`src/rtl/fish_sprite_ctrl.sv`:
```
// fish_sprite_ctrl: fish sprite ROM addressing, key-colour masked 2-stage pixel pipeline, and swim/catch/respawn FSM (ins: scan x/y, frame_tick, hook, rom_color; outs: rom_row/col, fish_on/rgb, caught, catch_pulse, fish_x/y)
module fish_sprite_ctrl #(
  parameter int H_MAX = 640,
  parameter int V_MAX = 480,
  parameter int SPR_W = 32,
  parameter int SPR_H = 16,
  parameter int X_START = 0,
  parameter int Y_START = 300,
  parameter int SPEED = 2,
  parameter logic [11:0] KEY_COLOR = 12'h0F0,
  parameter int PAUSE_FRAMES = 60
) (
  input  logic        clk,
  input  logic        reset,
  input  logic [9:0]  x,
  input  logic [9:0]  y,
  input  logic        video_on,
  input  logic        frame_tick,
  input  logic [9:0]  hook_x,
  input  logic [9:0]  hook_y,
  input  logic        hook_active,
  output logic [3:0]  rom_row,
  output logic [4:0]  rom_col,
  input  logic [11:0] rom_color,
  output logic        fish_on,
  output logic [11:0] rgb,
  output logic        caught,
  output logic        catch_pulse,
  output logic [9:0]  fish_x,
  output logic [9:0]  fish_y
);
  localparam int CW = $clog2(PAUSE_FRAMES) + 1;
  typedef enum logic [1:0] {SWIM, CAUGHT, RESPAWN} state_t;
  state_t state, state_n;
  logic right, right_n, vis_d, fish_on_n, hit, wall_r, wall_l, mv, pulse_n;
  logic [9:0] fish_x_n, fish_y_n;
  logic [10:0] dx, dy, hx, hy;
  logic [CW-1:0] cnt, cnt_n;
  assign dx = {1'b0, x} - {1'b0, fish_x};
  assign dy = {1'b0, y} - {1'b0, fish_y};
  assign hx = {1'b0, hook_x} - {1'b0, fish_x};
  assign hy = {1'b0, hook_y} - {1'b0, fish_y};
  assign hit = hook_active && hx < 11'(SPR_W) && hy < 11'(SPR_H);
  assign wall_r = {1'b0, fish_x} + 11'(SPEED) >= 11'(H_MAX - SPR_W);
  assign wall_l = fish_x <= 10'(SPEED);
  assign mv = state == SWIM && frame_tick && !hit;
  assign rom_row = dy[3:0];
  assign rom_col = right ? dx[4:0] : 5'(SPR_W - 1) - dx[4:0];
  assign caught = state == CAUGHT;
  assign fish_on_n = vis_d && rom_color != KEY_COLOR;
  always_ff @(posedge clk)
    state <= reset ? SWIM : state_n;
  always_comb
    state_n = state == SWIM ? (frame_tick && hit ? CAUGHT : SWIM)
            : state == CAUGHT ? (frame_tick && cnt == CW'(PAUSE_FRAMES - 1) ? RESPAWN : CAUGHT)
            : SWIM;
  always_comb begin
    fish_x_n = state == RESPAWN ? 10'(X_START)
             : !mv ? fish_x
             : right ? (wall_r ? 10'(H_MAX - SPR_W) : fish_x + 10'(SPEED))
             : (wall_l ? 10'd0 : fish_x - 10'(SPEED));
    fish_y_n = state == RESPAWN ? 10'(Y_START) : fish_y;
    right_n = state == RESPAWN ? 1'b1 : mv ? (right ? !wall_r : wall_l) : right;
    pulse_n = state == SWIM && frame_tick && hit;
    cnt_n = pulse_n ? '0 : state == CAUGHT && frame_tick ? cnt + 1'b1 : cnt;
  end
  always_ff @(posedge clk) begin
    if (reset) begin
      fish_x <= 10'(X_START);
      fish_y <= 10'(Y_START);
      right <= 1'b1;
      cnt <= '0;
      catch_pulse <= 1'b0;
      vis_d <= 1'b0;
      fish_on <= 1'b0;
      rgb <= '0;
    end else begin
      fish_x <= fish_x_n;
      fish_y <= fish_y_n;
      right <= right_n;
      cnt <= cnt_n;
      catch_pulse <= pulse_n;
      vis_d <= dx < 11'(SPR_W) && dy < 11'(SPR_H) && video_on && state != RESPAWN;
      fish_on <= fish_on_n;
      rgb <= fish_on_n ? rom_color : '0;
    end
  end
endmodule

```
`config.mk`:
```
export PLATFORM = sky130hd
export DESIGN_NAME = fish_sprite_ctrl
export DESIGN_NICKNAME = d
export VERILOG_FILES = /design/src/rtl/fish_sprite_ctrl.sv
export SDC_FILE = /design/constraint.sdc
export NUM_CORES = 1
export LEC_CHECK = 0
export ABC_AREA = 1
export BUFFER_PORTS_ARGS = -buffer_cell sky130_fd_sc_hd__buf_2
export CAP_MARGIN = 30
export CORE_MARGIN = 2
export CORE_UTILIZATION = 30
export CTS_BUF_LIST = sky130_fd_sc_hd__clkbuf_8
export CTS_CLUSTER_SIZE = 10
export DETAILED_ROUTE_END_ITERATION = 10
export MAX_ROUTING_LAYER = met4
export PLACE_DENSITY = 0.62
export REMOVE_ABC_BUFFERS = 1
export SYNTH_ARGS = -nofsm -noshare
export SYNTH_HDL_FRONTEND = slang
export SYNTH_SLANG_ARGS = --single-unit
```
`constraint.sdc`:
```
create_clock -name clk -period 2.3 [get_ports clk]
set_clock_uncertainty 0.2 [all_clocks]
set_input_delay 0.23 -clock clk [delete_from_list [all_inputs] [get_ports clk]]
set_output_delay 0.23 -clock clk [all_outputs]
set_load 0.01 [all_outputs]
```
==> impl_metrics.env <==
export IMPL_synth_compound_area_share_pct=8.77
export IMPL_avgSynthCellArea_um2=6.49
export IMPL_grt_pass1_vias=2919
export IMPL_crit_chain="buf_4, fa_1, o21ai_1, buf_4, xor2_1, buf_2"
export IMPL_drtAntennaViolNets=0
export IMPL_antenna_found_initial=0
export IMPL_hold_viol=0
export IMPL_h_tree_depth=2
export IMPL_critPathCapture="rom_col[4]"
export IMPL_fp_dieW_um=103
export IMPL_first_iter_violations=108
export IMPL_crit_family="buffers and inverters"
export IMPL_synth_distinct_cells=34
export IMPL_power_density_mw_per_mm2=512
export IMPL_die_area_mm2=0.0106
export IMPL_fin_crit_sh_pct=96.5
export IMPL_clockBufferDepth=2
export IMPL_fin_ws_ns=0.0803
export IMPL_ir_worst_vdd_uv=198
export IMPL_drive_above_1_share_pct=29.2
export IMPL_via_count=3159
export IMPL_cts_sinks=34
export IMPL_start_util_pct=30.5
export IMPL_yosysWarnings=0
export IMPL_yosysTopAreaCellShare_pct=23.2
export IMPL_crit_slowest_cell="fa_1"
export IMPL_yosys_area_share_xor_xnor_pct=7.45
export IMPL_cp_arrival_ns=1.79
export IMPL_path_max_fanout=8
export IMPL_stdcell_area_mm2=0.00405
export IMPL_ys_seq_area_share_pct=23.2
export IMPL_dieHeight_um=103
export IMPL_root_buffer="clkbuf_8"
export IMPL_grt_overflow=0
export IMPL_r2r_start="fish_x[1]$_SDFFE_PP0P_"
export IMPL_insertion_delay_ns=0.28
export IMPL_reg2reg_depth=12
export IMPL_startpoint_type="flip-flop"
export IMPL_maxUsedRoutingLayer="met4"
export IMPL_cts_reportedPaths_clkPinSlew_ns=0.07
export IMPL_core_area_mm2=0.00964
export IMPL_ios=101
export IMPL_antenna_cells=0
export IMPL_crit_type="reg2out"
export IMPL_maxCapViolCount=0
export IMPL_end_kind="output port"
export IMPL_r2r_end="fish_x[8]$_SDFFE_PP0P_"
export IMPL_grt_max_degree=14
export IMPL_finalSetupViolations=0
export IMPL_synth_adder_area_share_pct=10.5
export IMPL_synth_top_cells_by_area="dfxtp_1, nand2_1, ha_1, nor2_1, inv_1"
export IMPL_syn_inst=453
export IMPL_wl_per_cell_um=10.9
export IMPL_area_delta_synth_final_pct=37.7
export IMPL_cp_depth=6
export IMPL_required_ns=1.87
export IMPL_dr_wl_met2_mm=3.81
export IMPL_syn_area_mm2=0.00294
export IMPL_dpl_cell_area_mm2=0.00359
export IMPL_globalplace_congestion=0.908
export IMPL_fill_cells=994
export IMPL_dp_slack_ns=0.00797
export IMPL_synthSimpleGateAreaFrac_pct=35.9
export IMPL_slowest_delay_ns=0.43
export IMPL_cts_tree="built"
export IMPL_worst_path_buf_inv=3
export IMPL_period_minus_slack_ns=2.22
export IMPL_hold_path_class="in2reg"
export IMPL_vias_per_cell=4.49
export IMPL_maxSlewViolCount=0
export IMPL_synth_top_area_cell="dfxtp_1"
export IMPL_drcViolationCount=0
export IMPL_wirelength_mm=7.68
export IMPL_status="completed"
export IMPL_numCtsBuffers=5
export IMPL_cellLeakagePower_nw=2.11
export IMPL_dr_pass1_iters=4
export IMPL_critPathLaunch="fish_x[1]$_SDFFE_PP0P_"
export IMPL_rrSetupSlack_ns=0.12
export IMPL_synth_top_family_by_area="simple AND/OR/NAND/NOR gates"
export IMPL_nets=651
export IMPL_io_buffer_count=82
export IMPL_wl_met1_mm=3.44
export IMPL_rsz0062_at_grt="true"
export IMPL_synth_mux_area_share_pct=0
export IMPL_grt_pass1_wl_mm=12.1
export IMPL_dp_hpwl_mm=6.11
export IMPL_fmax_mhz=451
export IMPL_route_met3_wl_um=377
export IMPL_ys_seq_elements=34
export IMPL_grt_usage_pct=14.5
export IMPL_core_rowCount=36
export IMPL_cp_common_cell="buf_4"
## sequential cells by signal (all words and copies together) (netlist names)
signal	cells
rgb	12
fish_x	9
cnt	7
state	2
catch_pulse	1
fish_on	1
right	1
vis_d	1
## metal layers
metal,vias up,global-route usage (%)
li1,1640,-
met1,1423,17.6
met2,90,25.7
met3,6,1.29
met4,0,3.85
met5,-,-
## kinds of logic after synthesis
logic type,count (synthesis)
AOI/OAI and AO/OA,43
xor gates and xnor gates,25
adders and majority gates,24
buffers and inverters,87
DFF,34
other,2
and+or+nand+nor,238
## Yosys cell counts
| master | number |
|---|---|
| o21ai_0 | 11 |
| o21bai_1 | 1 |
| nor2_4 | 1 |
| xor2_1 | 15 |
| nor3b_1 | 1 |
| nand3_1 | 32 |
| nor3_1 | 8 |
| nand2_2 | 5 |
| a31oi_1 | 1 |
| conb_1 | 2 |
| a21oi_1 | 19 |
| nand2_1 | 103 |
| buf_4 | 16 |
| o22ai_1 | 1 |
| o211ai_1 | 1 |
| buf_2 | 1 |
| xnor2_1 | 10 |
| dfxtp_1 | 34 |
| nor2_2 | 5 |
| fa_1 | 1 |
| ha_1 | 23 |
| inv_2 | 2 |
| inv_1 | 64 |
| a21o_1 | 2 |
| nor2_1 | 65 |
| nor4_1 | 4 |
| a31o_2 | 1 |
| nand4_1 | 6 |
| nand3_2 | 7 |
| nand2_4 | 1 |
| clkbuf_1 | 1 |
| buf_6 | 3 |
| a21oi_2 | 5 |
| o211ai_2 | 1 |
## worst min-delay path, stage by stage
cell and delay [ns]:
buf_2 0.13, nand3_1 0.08, a21oi_1 0.06
## final cells by class
class,instances,area (um2),share of cell area (%)
Inverter,66,248,6.12
Tap cell,133,166,4.11
Sequential cell,34,684,16.9
Clock inverter,2,60.1,1.48
Timing Repair Buffer,121,752,18.6
Multi-Input combinational cell,342,2050,50.8
Clock buffer,6,82.6,2.04
## power breakdown
part,internal (W),switching [W]
clock,0.000462,0.000219
sequential,0.000604,0.00000701
combinational,0.000344,0.000436
total,0.00141,0.000662
## worst min path at each step
stage	start	endpoint	slack, ns	depth (start not counted)
floorplan	reset	catch_pulse$_SDFF_PP0_	0.10	1
global placement	reset	catch_pulse$_SDFF_PP0_	0.25	2
detailed placement	reset	catch_pulse$_SDFF_PP0_	0.25	2
CTS	frame_tick	cnt[1]$_SDFFE_PP0P_	0.06	3
global route	frame_tick	cnt[1]$_SDFFE_PP0P_	0.09	3
finish	frame_tick	cnt[1]$_SDFFE_PP0P_	0.07	3
## per-stage QoR
step                      setup TNS (ns)  utilization, %  power [W]  cells  hold WS, ns
final                                  0            42.0    0.00207    704       0.0695
after global routing              -0.117            42.0    0.00221    704       0.0901
after CTS                              0            40.2    0.00203    704       0.0610
after detailed placement               0            37.3    0.00132    682        0.250
after global placement                 0            37.3    0.00131    682        0.248
after floorplan                   -0.807               -    0.00109    442        0.102
## what timing repair did
action | 4_1_cts | 5_1_grt
hold endpoints to repair | 14 | 0
setup endpoints to repair | 6 | 21
pin swaps | 1 | 4
cloned | 0 | 0
hold buffers | 13 | 0
setup buffers | 1 | 0
gates resized for setup | 1 | 31
## placed cells by master, fill, tap and decap left out, types with 14 or more instances in the layout
cell     Yosys  final
buf_4       16     24
xor2_1      15     15
inv_1       64     64
buf_2        1     82
nor2_1      65     60
nand2_1    103    101
nand3_1     32     31
ha_1        23     14
dfxtp_1     34     31
a21oi_1     19     16
(Power assumes the default switching activity.)
